==> config.mk <==
export PLATFORM = sky130hd
export DESIGN_NAME = memaccess_lsu
export DESIGN_NICKNAME = d
export VERILOG_FILES = /design/src/rtl/memaccess_lsu.sv
export SDC_FILE = /design/constraint.sdc
export NUM_CORES = 1
export LEC_CHECK = 0
export CAP_MARGIN = 0
export CORE_MARGIN = 2
export CORE_UTILIZATION = 45
export CTS_BUF_LIST = sky130_fd_sc_hd__clkbuf_8
export CTS_CLUSTER_DIAMETER = 50
export CTS_CLUSTER_SIZE = 10
export DETAILED_ROUTE_END_ITERATION = 10
export GPL_ROUTABILITY_DRIVEN = 0
export PLACE_DENSITY = 0.79
export SLEW_MARGIN = 25
export SYNTH_ARGS = -nofsm -noshare
export SYNTH_HDL_FRONTEND = slang
export SYNTH_SLANG_ARGS = --single-unit
==> constraint.sdc <==
create_clock -name clk -period 2.25 [get_ports clk]
set_clock_uncertainty 0.15 [all_clocks]
set_input_delay 0.45 -clock clk [delete_from_list [all_inputs] [get_ports clk]]
set_output_delay 0.45 -clock clk [all_outputs]
set_load 0.02 [all_outputs]
==> src/rtl/memaccess_lsu.sv <==
// memaccess_lsu: memory-access stage load/store unit.
// Issues loads/stores from the MA-stage instruction onto a req/gnt/rvalid
// data-memory bus, stalls upstream while a transaction is outstanding and
// registers the writeback-stage outputs.
//
// Ports:
//   clk, rst_n                    clock, async active-low reset
//   ma_inst/ma_pc/ma_dat/ma_rd2   MA-stage instruction, PC, ALU result/address, store data
//   ma_stall                      combinational upstream hold
//   dmem_req/we/addr/be/wdat      memory request channel (combinational in IDLE, captured otherwise)
//   dmem_gnt/rvalid/rdat          memory grant and read-response channel
//   wb_inst/wb_pc/wb_dat          registered writeback outputs
//   wb_misalign                   one-cycle misaligned-access flag
//
// Optional feature: define ETCPU_MA_MISALIGN_TRAP_EN to trap misaligned
// halfword/word accesses instead of issuing them.
module memaccess_lsu (
  input  logic        clk,
  input  logic        rst_n,
  input  logic [31:0] ma_inst,
  input  logic [31:0] ma_pc,
  input  logic [31:0] ma_dat,
  input  logic [31:0] ma_rd2,
  output logic        ma_stall,
  output logic        dmem_req,
  output logic        dmem_we,
  output logic [31:0] dmem_addr,
  output logic [3:0]  dmem_be,
  output logic [31:0] dmem_wdat,
  input  logic        dmem_gnt,
  input  logic        dmem_rvalid,
  input  logic [31:0] dmem_rdat,
  output logic [31:0] wb_inst,
  output logic [31:0] wb_pc,
  output logic [31:0] wb_dat,
  output logic        wb_misalign
);

  localparam int unsigned XLEN = 32;
  localparam logic [6:0]      OP_LOAD  = 7'b0000011;
  localparam logic [6:0]      OP_STORE = 7'b0100011;
  localparam logic [XLEN-1:0] BUBBLE   = 32'h0000_0013;  // addi x0,x0,0

  typedef enum logic [1:0] {IDLE, REQ, WAIT_RD} state_t;

  state_t          state;
  logic [XLEN-1:0] cap_inst, cap_pc, cap_dat, cap_wdat;
  logic [3:0]      cap_be;
  logic            cap_we;
  logic [2:0]      cap_f3;

  logic [2:0]      funct3_c;
  logic            is_load_c, is_store_c, mem_op_c, misalign_c, issue_c;
  logic [3:0]      be_c;
  logic [XLEN-1:0] wdat_c, ld_ext_c;
  logic [7:0]      ld_byte_c;
  logic [15:0]     ld_half_c;

  // Decode of the incoming MA-stage instruction
  assign funct3_c   = ma_inst[14:12];
  assign is_load_c  = (ma_inst[6:0] == OP_LOAD);
  assign is_store_c = (ma_inst[6:0] == OP_STORE);
  assign mem_op_c   = is_load_c | is_store_c;
  assign issue_c    = mem_op_c & ~misalign_c;

  // Byte enables and lane-replicated write data; funct3[1:0] gives access size
  always_comb begin
    be_c   = 4'hF;
    wdat_c = ma_rd2;
    case (funct3_c[1:0])
      2'b00: begin
        be_c   = 4'b0001 << ma_dat[1:0];
        wdat_c = {4{ma_rd2[7:0]}};
      end
      2'b01: begin
        be_c   = 4'b0011 << {ma_dat[1], 1'b0};
        wdat_c = {2{ma_rd2[15:0]}};
      end
      default: begin
        be_c   = 4'hF;
        wdat_c = ma_rd2;
      end
    endcase
  end

`ifdef ETCPU_MA_MISALIGN_TRAP_EN
  // Halfword needs a[0]==0, word needs a[1:0]==0; funct3 3/6/7 count as word
  always_comb begin
    misalign_c = 1'b0;
    if (mem_op_c) begin
      case (funct3_c[1:0])
        2'b00:   misalign_c = 1'b0;
        2'b01:   misalign_c = ma_dat[0];
        default: misalign_c = |ma_dat[1:0];
      endcase
    end
  end
`else
  assign misalign_c = 1'b0;
`endif

  // Bus outputs and stall: live from ma_* in IDLE, from captured copies afterwards
  always_comb begin
    dmem_req  = 1'b0;
    dmem_we   = cap_we;
    dmem_addr = {cap_dat[31:2], 2'b00};
    dmem_be   = cap_be;
    dmem_wdat = cap_wdat;
    ma_stall  = 1'b0;
    case (state)
      IDLE: begin
        dmem_req  = issue_c;
        dmem_we   = is_store_c;
        dmem_addr = {ma_dat[31:2], 2'b00};
        dmem_be   = be_c;
        dmem_wdat = wdat_c;
        ma_stall  = issue_c & ~(is_store_c & dmem_gnt);
      end
      REQ: begin
        dmem_req = 1'b1;
        ma_stall = ~(cap_we & dmem_gnt);
      end
      WAIT_RD: begin
        ma_stall = ~dmem_rvalid;
      end
      default: begin
        dmem_req = 1'b0;
        ma_stall = 1'b0;
      end
    endcase
  end

  // Load lane select and extension from the captured address/funct3
  assign ld_byte_c = 8'(dmem_rdat >> {cap_dat[1:0], 3'b000});
  assign ld_half_c = 16'(dmem_rdat >> {cap_dat[1], 4'b0000});

  always_comb begin
    case (cap_f3)
      3'd0:    ld_ext_c = {{24{ld_byte_c[7]}}, ld_byte_c};
      3'd4:    ld_ext_c = {24'd0, ld_byte_c};
      3'd1:    ld_ext_c = {{16{ld_half_c[15]}}, ld_half_c};
      3'd5:    ld_ext_c = {16'd0, ld_half_c};
      default: ld_ext_c = dmem_rdat;
    endcase
  end

  // FSM, capture registers and writeback registers
  always_ff @(posedge clk or negedge rst_n) begin
    if (!rst_n) begin
      state       <= IDLE;
      cap_inst    <= BUBBLE;
      cap_pc      <= '0;
      cap_dat     <= '0;
      cap_wdat    <= '0;
      cap_be      <= '0;
      cap_we      <= 1'b0;
      cap_f3      <= '0;
      wb_inst     <= BUBBLE;
      wb_pc       <= '0;
      wb_dat      <= '0;
      wb_misalign <= 1'b0;
    end else begin
      wb_misalign <= 1'b0;
      case (state)
        IDLE: begin
          if (issue_c) begin
            cap_inst <= ma_inst;
            cap_pc   <= ma_pc;
            cap_dat  <= ma_dat;
            cap_wdat <= wdat_c;
            cap_be   <= be_c;
            cap_we   <= is_store_c;
            cap_f3   <= funct3_c;
            if (is_store_c && dmem_gnt) begin
              wb_inst <= ma_inst;
              wb_pc   <= ma_pc;
              wb_dat  <= ma_dat;
            end else begin
              wb_inst <= BUBBLE;
              state   <= (is_load_c && dmem_gnt) ? WAIT_RD : REQ;
            end
          end else if (misalign_c) begin
            wb_inst     <= BUBBLE;
            wb_pc       <= ma_pc;
            wb_dat      <= ma_dat;
            wb_misalign <= 1'b1;
          end else begin
            wb_inst <= ma_inst;
            wb_pc   <= ma_pc;
            wb_dat  <= ma_dat;
          end
        end
        REQ: begin
          if (dmem_gnt && cap_we) begin
            wb_inst <= cap_inst;
            wb_pc   <= cap_pc;
            wb_dat  <= cap_dat;
            state   <= IDLE;
          end else begin
            wb_inst <= BUBBLE;
            if (dmem_gnt) state <= WAIT_RD;
          end
        end
        WAIT_RD: begin
          if (dmem_rvalid) begin
            wb_inst <= cap_inst;
            wb_pc   <= cap_pc;
            wb_dat  <= ld_ext_c;
            state   <= IDLE;
          end else begin
            wb_inst <= BUBBLE;
          end
        end
        default: state <= IDLE;
      endcase
    end
  end

endmodule

### Word level (Yosys, flattened, before mapping)

Cells that the tools add are included.

| storage, ports and cells | value |
|---|---|
| output and inout port bits | 168 |
| word-level logic and storage cells | 77 |
| bits in registers | 234 |
| bits of input ports | 164 |

| operators by class | value |
|---|---|
| eq/ne operators | 14 |
| shifts and indexed selects | 4 |
| bitwise operators | 7 |
| mux-type cells | 31 |
| reductions and logical operators | 10 |

Operators with widths:

| kind | number |
|---|---|
| $mux 32 | 14 |
| $pmux 32 s3 | 3 |
| $pmux 32 s4 | 1 |
| $pmux 32 s2 | 1 |
| $shr 32x5->16 | 1 |
| $shr 32x5->8 | 1 |
| $mux 2 | 6 |
| $ne 2x2->1 const B | 4 |
| $pmux 4 s2 | 1 |
| $reduce_and 4->1 | 2 |
| $eq 7x2->1 const B | 1 |
| $eq 7x6->1 const B | 1 |
| $eq 3x3->1 const B | 2 |
| $ne 3x3->1 const B | 2 |
| $pmux 2 s3 | 1 |
| $eq 2x1->1 const B | 2 |
| $logic_not 2->1 | 2 |
| $mux 4 | 1 |
| $shl 1x2->4 const A | 1 |
| $shl 2x2->4 const A | 1 |
| $and 1x1->1 | 3 |
| $eq 3x1->1 const B | 1 |
| $logic_and 1x1->1 | 3 |
| $logic_not 3->1 | 1 |
| 8 further kinds | 10 |

### Depth between registers and ports, before layout

Gate-level depths: netlist of the first run.

| depth | value |
|---|---|
| depth after elaboration | 6 |
| depth in mapped cells | 11 |
| mapped depth without buffers | 7 |

### Least setup slack after synthesis of the first run

No wires, ideal clock.

| timing path | value |
|---|---|
| path kind | reg2out |
| start | register state[0] |
| end | output port ma_stall |
| data arrival time | 1,790 ps |
| path slack | -140 ps |
| path buffers | 3 |
| cell stages (with the launch flop) | 10 |
| required time | 1,650 ps |
| cell sequence | dfrtp_1 > inv_1 > ha_1 > buf_2 > nor3b_2 > and2_1 > buf_2 > buf_2 > nand2_1 > a21oi_1 |

| between the ends | value |
|---|---|
| longest elaborated chain between the ends | 2 |
| elaborated cells between the ends (all ways) | 4 |
| classes of those cells | 2 x eq/ne; 1 x mux; 1 x reduce/logical |

RTL lines:

| what | RTL line | text |
|---|---|---|
| start, declared | 46 | `state_t state;` |
| start signal, assigned | 180 | `state <= (is_load_c && dmem_gnt) ? WAIT_RD : REQ;` |
| $eq 2x2->1 (tied with other cells) | 110 | `case (state)` |
| $pmux 1 s3 * | 110 |  |
| end, declared | 24 | `output logic ma_stall,` |

Every way passes the cells marked *; elsewhere a longest branch is shown, timed or not.

### Worst setup path in the final report of the first run

Ends and elaborated chain as after synthesis.

==> metrics.csv, run 1 <==
stage,metric,value,unit
hold_path,hold wc startpoint,ma_inst[0],
layout,Multi-input gate area,0.006213,mm2
timing,maximum clock rate,359.1,MHz
timing,final-layout worst hold slack,0.04004,ns
synth,dominant synthesized flop cell,sky130_fd_sc_hd__dfrtp_1,
cts,# H-tree levels,1,
grt,met2 track demand over resource in global routing,47.31,%
grt,vias in the first global route,11310,
timing,worst slew margin relative to its limit,48.81,%
place,worst-case setup slack after placement,-0.7003,ns
timing,worst-margin pin slew,0.7670,ns
synth,sequential-to-total area share from yosys stat,49.52,%
layout,number of nets at the end of the flow,1886,
layout,fraction of layout instances using a drive strength above 1,30.18,%
worst_setup_path,Crit Reg-Reg Endpoint,wb_dat[7],
route,Via Count,12140,
timing,final number of hold-violating endpoints,0,
worst_setup_path,WP data arrival,2.18,ns
cts,number of sinks handled by clock tree synthesis,231,
pwr,leakage power of the design,8.595,nW
cts,"Clk pin slew, worst setup/hold paths",0.07,ns
grt,met1 global-route usage,37.60,%
place,number of placed cells counting well taps,1933,
outcome,violated checks,setup timing,
cts,clock latency on the worst-skew pair,0.59,ns
hold_path,"Endpoint, Worst Hold",wb_inst[0],
grt,met3 Use GR,6.793,%
worst_setup_path,length in cells of the worst reg-to-reg path,17,
grt,overall fraction of global-route tracks in use,29.38,%
outcome,result of the run,"finished, violations left",
layout,area added between synthesis and finish,61.85,%
worst_setup_path,worst flop-to-flop path startpoint,state[1],
route,DR vias/cell,5.884,
timing,RSZ-0062 raised after global routing,true,
synth,number of enable flip-flop cells after synthesis,0,
synth,mean instance size in the synthesized netlist,9.342,um2
grt,wire length of the first global-routing pass,62630,um
layout,final instance count without filler cells,2064,
synth,Cell variety after synth,53,
timing,setup TNS after final layout,-46.71,ns
synth,top cell type's share of synthesized area,48.17,%
layout,number of inserted filler cells in the final layout,1626,
grt,maximum number of pins on one net before global-route repair,106,
synth,ranking of synthesized cells by area,"sky130_fd_sc_hd__dfrtp_1, sky130_fd_sc_hd__nand2_1, sky130_fd_sc_hd__mux2_2",
worst_setup_path,data required time of the worst path,1.65,ns
floorplanning,floorplan row count,58,
floorplanning,horizontal extent of the die,165.2,um
synth,largest area contributor in the netlist,sky130_fd_sc_hd__dfrtp_1,
pwr,post-route total power,25.39,mW
floorplanning,floorplan die height,165.2,um
worst_setup_path,Worst Setup SP,state[0],
worst_setup_path,critical path launch point type,flop,
timing,portion of the clock cycle consumed by the worst path in the final layout,123.8,%
cts,clock tree from TritonCTS,done,
worst_setup_path,worst-path maximum fanout,8,
grt,number of antenna violations at the first check in global routing,0,
layout,utilization after layout,74.69,%
route,detailed-route DRC error count,0,
synth,number of warnings reported in the yosys synthesis log,0,
grt,most used routing layer in global routing,met2,
synth,number of cells produced by synthesis,1251,
floorplanning,placeable core region,0.02533,mm2
timing,number of max-slew violations in the final report,0,
worst_setup_path,critical path endpoint category,primary output,
floorplanning,die area,0.02728,mm2
worst_setup_path,Setup Crit Path Kind,flop to primary output,
floorplanning,initial standard-cell utilization of the core,46.15,%
run,max-cap viol count,0,
synth,"FF+latch count, synth",231,
layout,Final Cell Area,0.01892,mm2
place,Post-DP Area,0.01606,mm2
timing,setup violators final,140,
place,detailed placement HPWL,26500,um
route,number of nets with antenna violations after detailed routing,0,
timing,setup slack after layout,-0.5347,ns
pwr,pwr/cell area,1342,mW/mm2
grt,sum of overflow across all layers after global routing,0,
hold_path,class of the tightest hold or removal check,input pin to flop,
synth,total standard cell area after synthesis,0.01169,mm2
cts,Max Root-Sink Buffers,3,
layout,total area of sequential cells,0.005788,mm2
worst_setup_path,flop2flop setup slack,-0.46,ns
route,iteration-0 DRC count of the detailed router,1294,
cts,clock root cell,sky130_fd_sc_hd__clkbuf_8,
hold_path,Hold Path Depth,3,
pwr,Peak supply drop,0.9141,mV
timing,time the final worst path needs with I/O delays and setup,2.785,ns
route,WL/cell,23.17,um
place,Port-buffer cells,328,
route,number of detailed-routing iterations run before antenna repair,5,
floorplanning,top-level I/O count,332,
synth,proportion of register bits with asynchronous set or reset after synthesis,100.0,%
cts,number of buffers inserted during clock tree synthesis,31,
route,Routed Wire Length,47820,um
worst max path at each step:
stage	end	depth (start not counted)
6_report	ma_stall	8
2_1_floorplan	ma_stall	9
4_1_cts	dmem_wdat[27]	5
3_3_place_gp	dmem_wdat[29]	6
5_1_grt	ma_stall	8
3_5_place_dp	dmem_wdat[29]	6
registers in the layout (all words and copies together), names as in the netlist:
signal,flops
cap_dat,32
cap_pc,32
cap_wdat,32
wb_dat,32
wb_inst,32
wb_pc,32
cap_inst,30
cap_be,4
cap_f3,2
state,2
cap_we,1
repair_timing:
| action | CTS | global route |
|---|---|---|
| endpoints found under the hold margin | 43 | 0 |
| cloned | 8 | 31 |
| endpoints found under the setup margin | 178 | 271 |
| pin swaps | 18 | 30 |
| gates resized for setup | 420 | 222 |
| hold buffers | 1 | 0 |
| setup buffers | 35 | 21 |
cell type report:
class,count,area share (%)
inverters,10,0.1984
clock buffers,31,2.256
flip-flops and latches,231,30.60
clock inverters,17,0.7739
multi-input cells,916,32.85
well taps,330,2.183
repair buffers,528,31.13
diodes,1,0.01323
critical path, stage by stage, from the launching register on:
cell and delay, ns:
sky130_fd_sc_hd__dfrtp_1 0.39, sky130_fd_sc_hd__inv_2 0.09, sky130_fd_sc_hd__ha_4 0.24, sky130_fd_sc_hd__buf_6 0.13
sky130_fd_sc_hd__nor3b_4 0.20, sky130_fd_sc_hd__and2_4 0.18, sky130_fd_sc_hd__nand2_1 0.09, sky130_fd_sc_hd__a21oi_4 0.17
sky130_fd_sc_hd__buf_6 0.14
cells by family (layout without fill, tap and decap cells):
logic type               count (synthesis)  after routing  share of synthesized area (%)
other                                    1              4                        0.03209
multiplexers                           149            149                          13.75
flip-flops                             231            231                          49.52
AND/OR/NAND/NOR                        467            470                          15.96
buffers and inverters                  109            586                          4.379
adder cells (fa/ha/maj)                  4              4                         0.4282
AO/OA/AOI/OAI                          290            290                          15.93
synth_stat cells (24+ instances only):
master                     number
sky130_fd_sc_hd__nand2_1      355
sky130_fd_sc_hd__dfrtp_1      225
sky130_fd_sc_hd__nor2_1        78
sky130_fd_sc_hd__o21ai_0       76
sky130_fd_sc_hd__mux2_2        75
sky130_fd_sc_hd__mux2i_1       66
sky130_fd_sc_hd__a21oi_1       53
sky130_fd_sc_hd__clkbuf_1      43
sky130_fd_sc_hd__o21ai_1       38
sky130_fd_sc_hd__a22oi_1       33
sky130_fd_sc_hd__buf_2         28
sky130_fd_sc_hd__a22o_1        24
layout by cell type (no fill, tap or decap), drive strengths merged, types with 7 or more instances in the layout:
master	synthesis	routed
dlygate4sd2	0	11
nand2b	7	7
nand2	356	356
o22ai	10	10
dlymetal6s2s	0	13
clkbuf	43	51
o21ai	115	115
a22oi	33	33
buf	56	241
mux2	82	82
mux2i	66	66
nor2b	6	9
nor2	79	79
a22o	24	24
dfrtp	225	225
clkdlybuf4s50	0	242
a21oi	55	55
o211ai	29	29
o31ai	8	8
inv	7	17
per-layer routing:
metal  vias to the layer above  routed length, um
met5                         -                  0
met4                         0               2839
met3                       208               4605
met2                       768              22240
met1                      5910              18130
li1                       5258                  -
report_power, final:
part | switching (mW) | total (mW) | internal [mW]
clock | 1.70 | 3.22 | 1.52
combinational | 7.72 | 15.3 | 7.63
sequential | 1.11 | 6.83 | 5.71
(Power assumes the default switching activity.)
==> run 2, diff against run 1 <==
SKIP_CTS_REPAIR_TIMING = 1   (was not set)
==> run 2 against run 1 <==
Effect of this change:
- the run still ends with setup timing left
- worst hold slack improved by 0.17 ns
- clock-buffer cell count unchanged
- wire length decreased by 11%
- utilization decreased by 5.3 points
- highest routed layer unchanged
- cell count decreased by 1.9%
- maximum frequency increased by 3.7%
- register-to-register slack improved by 0.29 ns
- die area unchanged
- combinational power decreased by 15%
- clock power decreased by 2%
==> metrics.csv, run 2 (synthesis gave the netlist of run 1 again) <==
stage,metric,value,unit,change
cts,# H-tree levels,1,,unchanged
floorplanning,floorplan row count,58,,unchanged
route,number of nets with antenna violations after detailed routing,0,,unchanged
timing,worst slew margin relative to its limit,50.04,%,+1.2 points
layout,area added between synthesis and finish,50.42,%,
place,worst-case setup slack after placement,-0.7003,ns,unchanged
worst_setup_path,data required time of the worst path,1.65,ns,about the same
timing,number of max-slew violations in the final report,0,,unchanged
grt,wire length of the first global-routing pass,57400,um,-8.4%
layout,number of nets at the end of the flow,1847,,-2.1%
layout,final instance count without filler cells,2025,,-1.9%
worst_setup_path,critical path launch point type,flop,,
route,detailed-route DRC error count,0,,unchanged
layout,utilization after layout,69.42,%,-5.3 points
layout,Final Cell Area,0.01758,mm2,-7.1%
floorplanning,top-level I/O count,332,,unchanged
route,Via Count,11370,,-6.4%
timing,setup TNS after final layout,-30.87,ns,+15.84 ns
grt,sum of overflow across all layers after global routing,0,,unchanged
timing,setup slack after layout,-0.4351,ns,+0.09963 ns
place,number of placed cells counting well taps,1933,,unchanged
grt,vias in the first global route,10610,,-6.2%
layout,fraction of layout instances using a drive strength above 1,24.03,%,-6.2 points
timing,RSZ-0062 raised after global routing,true,,
place,detailed placement HPWL,26500,um,unchanged
pwr,leakage power of the design,7.988,nW,-7.1%
worst_setup_path,worst flop-to-flop path startpoint,state[1],,
route,WL/cell,20.96,um,-9.5%
worst_setup_path,delay of the slowest critical-path stage,0.38,ns,about the same
floorplanning,placeable core region,0.02533,mm2,unchanged
worst_setup_path,"Critical Path, Cell by Cell",inv_1 -> ha_4 -> buf_4 -> buf_12 -> mux2_2 -> buf_2,,
cts,Max Root-Sink Buffers,3,,unchanged
timing,final number of hold-violating endpoints,0,,unchanged
worst_setup_path,WP data arrival,2.09,ns,-0.09 ns
floorplanning,floorplan die height,165.2,um,unchanged
route,Routed Wire Length,42440,um,-11%
worst_setup_path,length in cells of the worst reg-to-reg path,11,,-6
floorplanning,horizontal extent of the die,165.2,um,unchanged
layout,"commonest non-fill, non-tap cells in the layout","sky130_fd_sc_hd__nand2_1, sky130_fd_sc_hd__clkdlybuf4s50_1, sky130_fd_sc_hd__dfrtp_1",,
floorplanning,die area,0.02728,mm2,unchanged
worst_setup_path,worst-path maximum fanout,12,,+4
cts,"Clk pin slew, worst setup/hold paths",0.07,ns,about the same
route,iteration-0 DRC count of the detailed router,1182,,-8.7%
timing,time the final worst path needs with I/O delays and setup,2.685,ns,-0.09963 ns
worst_setup_path,Crit Reg-Reg Endpoint,wb_dat[5],,
outcome,violated checks,setup timing,,
worst_setup_path,"Buf+Inv Stages, Crit Path",4,,+1
run,max-cap viol count,0,,unchanged
timing,worst-margin pin slew,0.7486,ns,-0.01842 ns
cts,number of sinks handled by clock tree synthesis,231,,unchanged
grt,overall fraction of global-route tracks in use,26.72,%,-2.7 points
worst_setup_path,Setup Crit Path Kind,flop to primary output,,
grt,number of antenna violations at the first check in global routing,0,,unchanged
route,DR vias/cell,5.615,,-4.6%
layout,"most common cell after layout, fill and taps aside",sky130_fd_sc_hd__nand2_1,,
cts,number of buffers inserted during clock tree synthesis,31,,unchanged
cts,clock root cell,sky130_fd_sc_hd__clkbuf_8,,
cts,clock tree from TritonCTS,done,,
cts,clock latency on the worst-skew pair,0.58,ns,about the same
pwr,Peak supply drop,0.9393,mV,+2.8%
pwr,post-route total power,22.91,mW,-9.7%
timing,portion of the clock cycle consumed by the worst path in the final layout,119.3,%,-4.4 points
worst_setup_path,flop2flop setup slack,-0.17,ns,+0.29 ns
worst_setup_path,kind of cell adding the most delay to the critical path,buffers and inverters,,
place,Post-DP Area,0.01606,mm2,unchanged
place,Port-buffer cells,328,,unchanged
pwr,pwr/cell area,1303,mW/mm2,-2.9%
grt,maximum number of pins on one net before global-route repair,106,,unchanged
worst_setup_path,critical path endpoint category,primary output,,
timing,maximum clock rate,372.4,MHz,+3.7%
hold_path,class of the tightest hold or removal check,input pin to asynchronous set/reset pin,,
timing,setup violators final,132,,-5.7%
timing,final-layout worst hold slack,0.2064,ns,+0.1664 ns
outcome,result of the run,"finished, violations left",,
route,number of detailed-routing iterations run before antenna repair,6,,+1
floorplanning,initial standard-cell utilization of the core,46.15,%,unchanged
worst_setup_path,slowest cell on the critical path,sky130_fd_sc_hd__dfrtp_1,,
run 2: cell types whose count changed in the layout (fill, tap and decap cells not counted), moves of 10 or more:
cell / before / now
sky130_fd_sc_hd__a22oi_1: 17 / 33
sky130_fd_sc_hd__buf_6: 69 / 28
sky130_fd_sc_hd__clkbuf_2: 1 / 24
sky130_fd_sc_hd__mux2_4: 26 / 1
sky130_fd_sc_hd__o21ai_2: 18 / 4
sky130_fd_sc_hd__buf_12: 27 / 17
sky130_fd_sc_hd__a21oi_2: 18 / 5
sky130_fd_sc_hd__nand2_2: 12 / 1
sky130_fd_sc_hd__mux2_2: 49 / 74
sky130_fd_sc_hd__o21ai_1: 57 / 45
sky130_fd_sc_hd__nand2_1: 337 / 354
sky130_fd_sc_hd__a22oi_2: 16 / 0
sky130_fd_sc_hd__dlygate4sd2_1: 11 / 0
sky130_fd_sc_hd__o21ai_0: 40 / 66
run 2: worst register-to-register path: stages, from the launching register on:
cell and delay (ns):
sky130_fd_sc_hd__dfrtp_1 0.39, sky130_fd_sc_hd__buf_4 0.13, sky130_fd_sc_hd__buf_4 0.12, sky130_fd_sc_hd__ha_2 0.17
sky130_fd_sc_hd__nor2b_4 0.13, sky130_fd_sc_hd__a21oi_2 0.23, sky130_fd_sc_hd__buf_4 0.18, sky130_fd_sc_hd__o211ai_4 0.09
sky130_fd_sc_hd__buf_12 0.16, sky130_fd_sc_hd__clkbuf_16 0.18, sky130_fd_sc_hd__buf_8 0.13, sky130_fd_sc_hd__o31ai_1 0.26
run 2: per-layer routing:
layer / wire length [um] / track usage [%]
met1: 17030 / 35.06
met2: 19810 / 43.05
met3: 3764 / 5.994
met4: 1839 / 10.67
met5: 0 / 0
run 2: area by class of cell:
cell class	count	area (um2)
inverters	10	37.54
multi-input cells	914	5694
fillers	1855	7746
clock inverters	17	146.4
diodes	1	2.502
flip-flops and latches	231	5788
clock buffers	31	426.7
well taps	330	412.9
repair buffers	491	5072
run 2: worst max path at each step:
stage                           start            end  slack, ns  cells past startpoint
final                        state[0]   dmem_wdat[1]      -0.44                      6
after global routing         state[1]  dmem_wdat[13]      -0.57                      8
after CTS                    state[0]       ma_stall      -0.94                      7
after detailed placement  ma_inst[12]  dmem_wdat[29]      -0.70                      6
after global placement    ma_inst[12]  dmem_wdat[29]      -0.67                      6
after floorplan              state[0]       ma_stall      0.002                      9
run 2: report_power, final:
| part | total, mW | internal, mW | leakage [nW] | switching [mW] |
|---|---|---|---|---|
| Combinational | 13.0 | 6.22 | 4.80 | 6.82 |
| Clock | 3.17 | 1.52 | 0.314 | 1.65 |
| Sequential | 6.70 | 5.71 | 2.88 | 0.984 |
| Total | 22.9 | 13.5 | 7.99 | 9.46 |
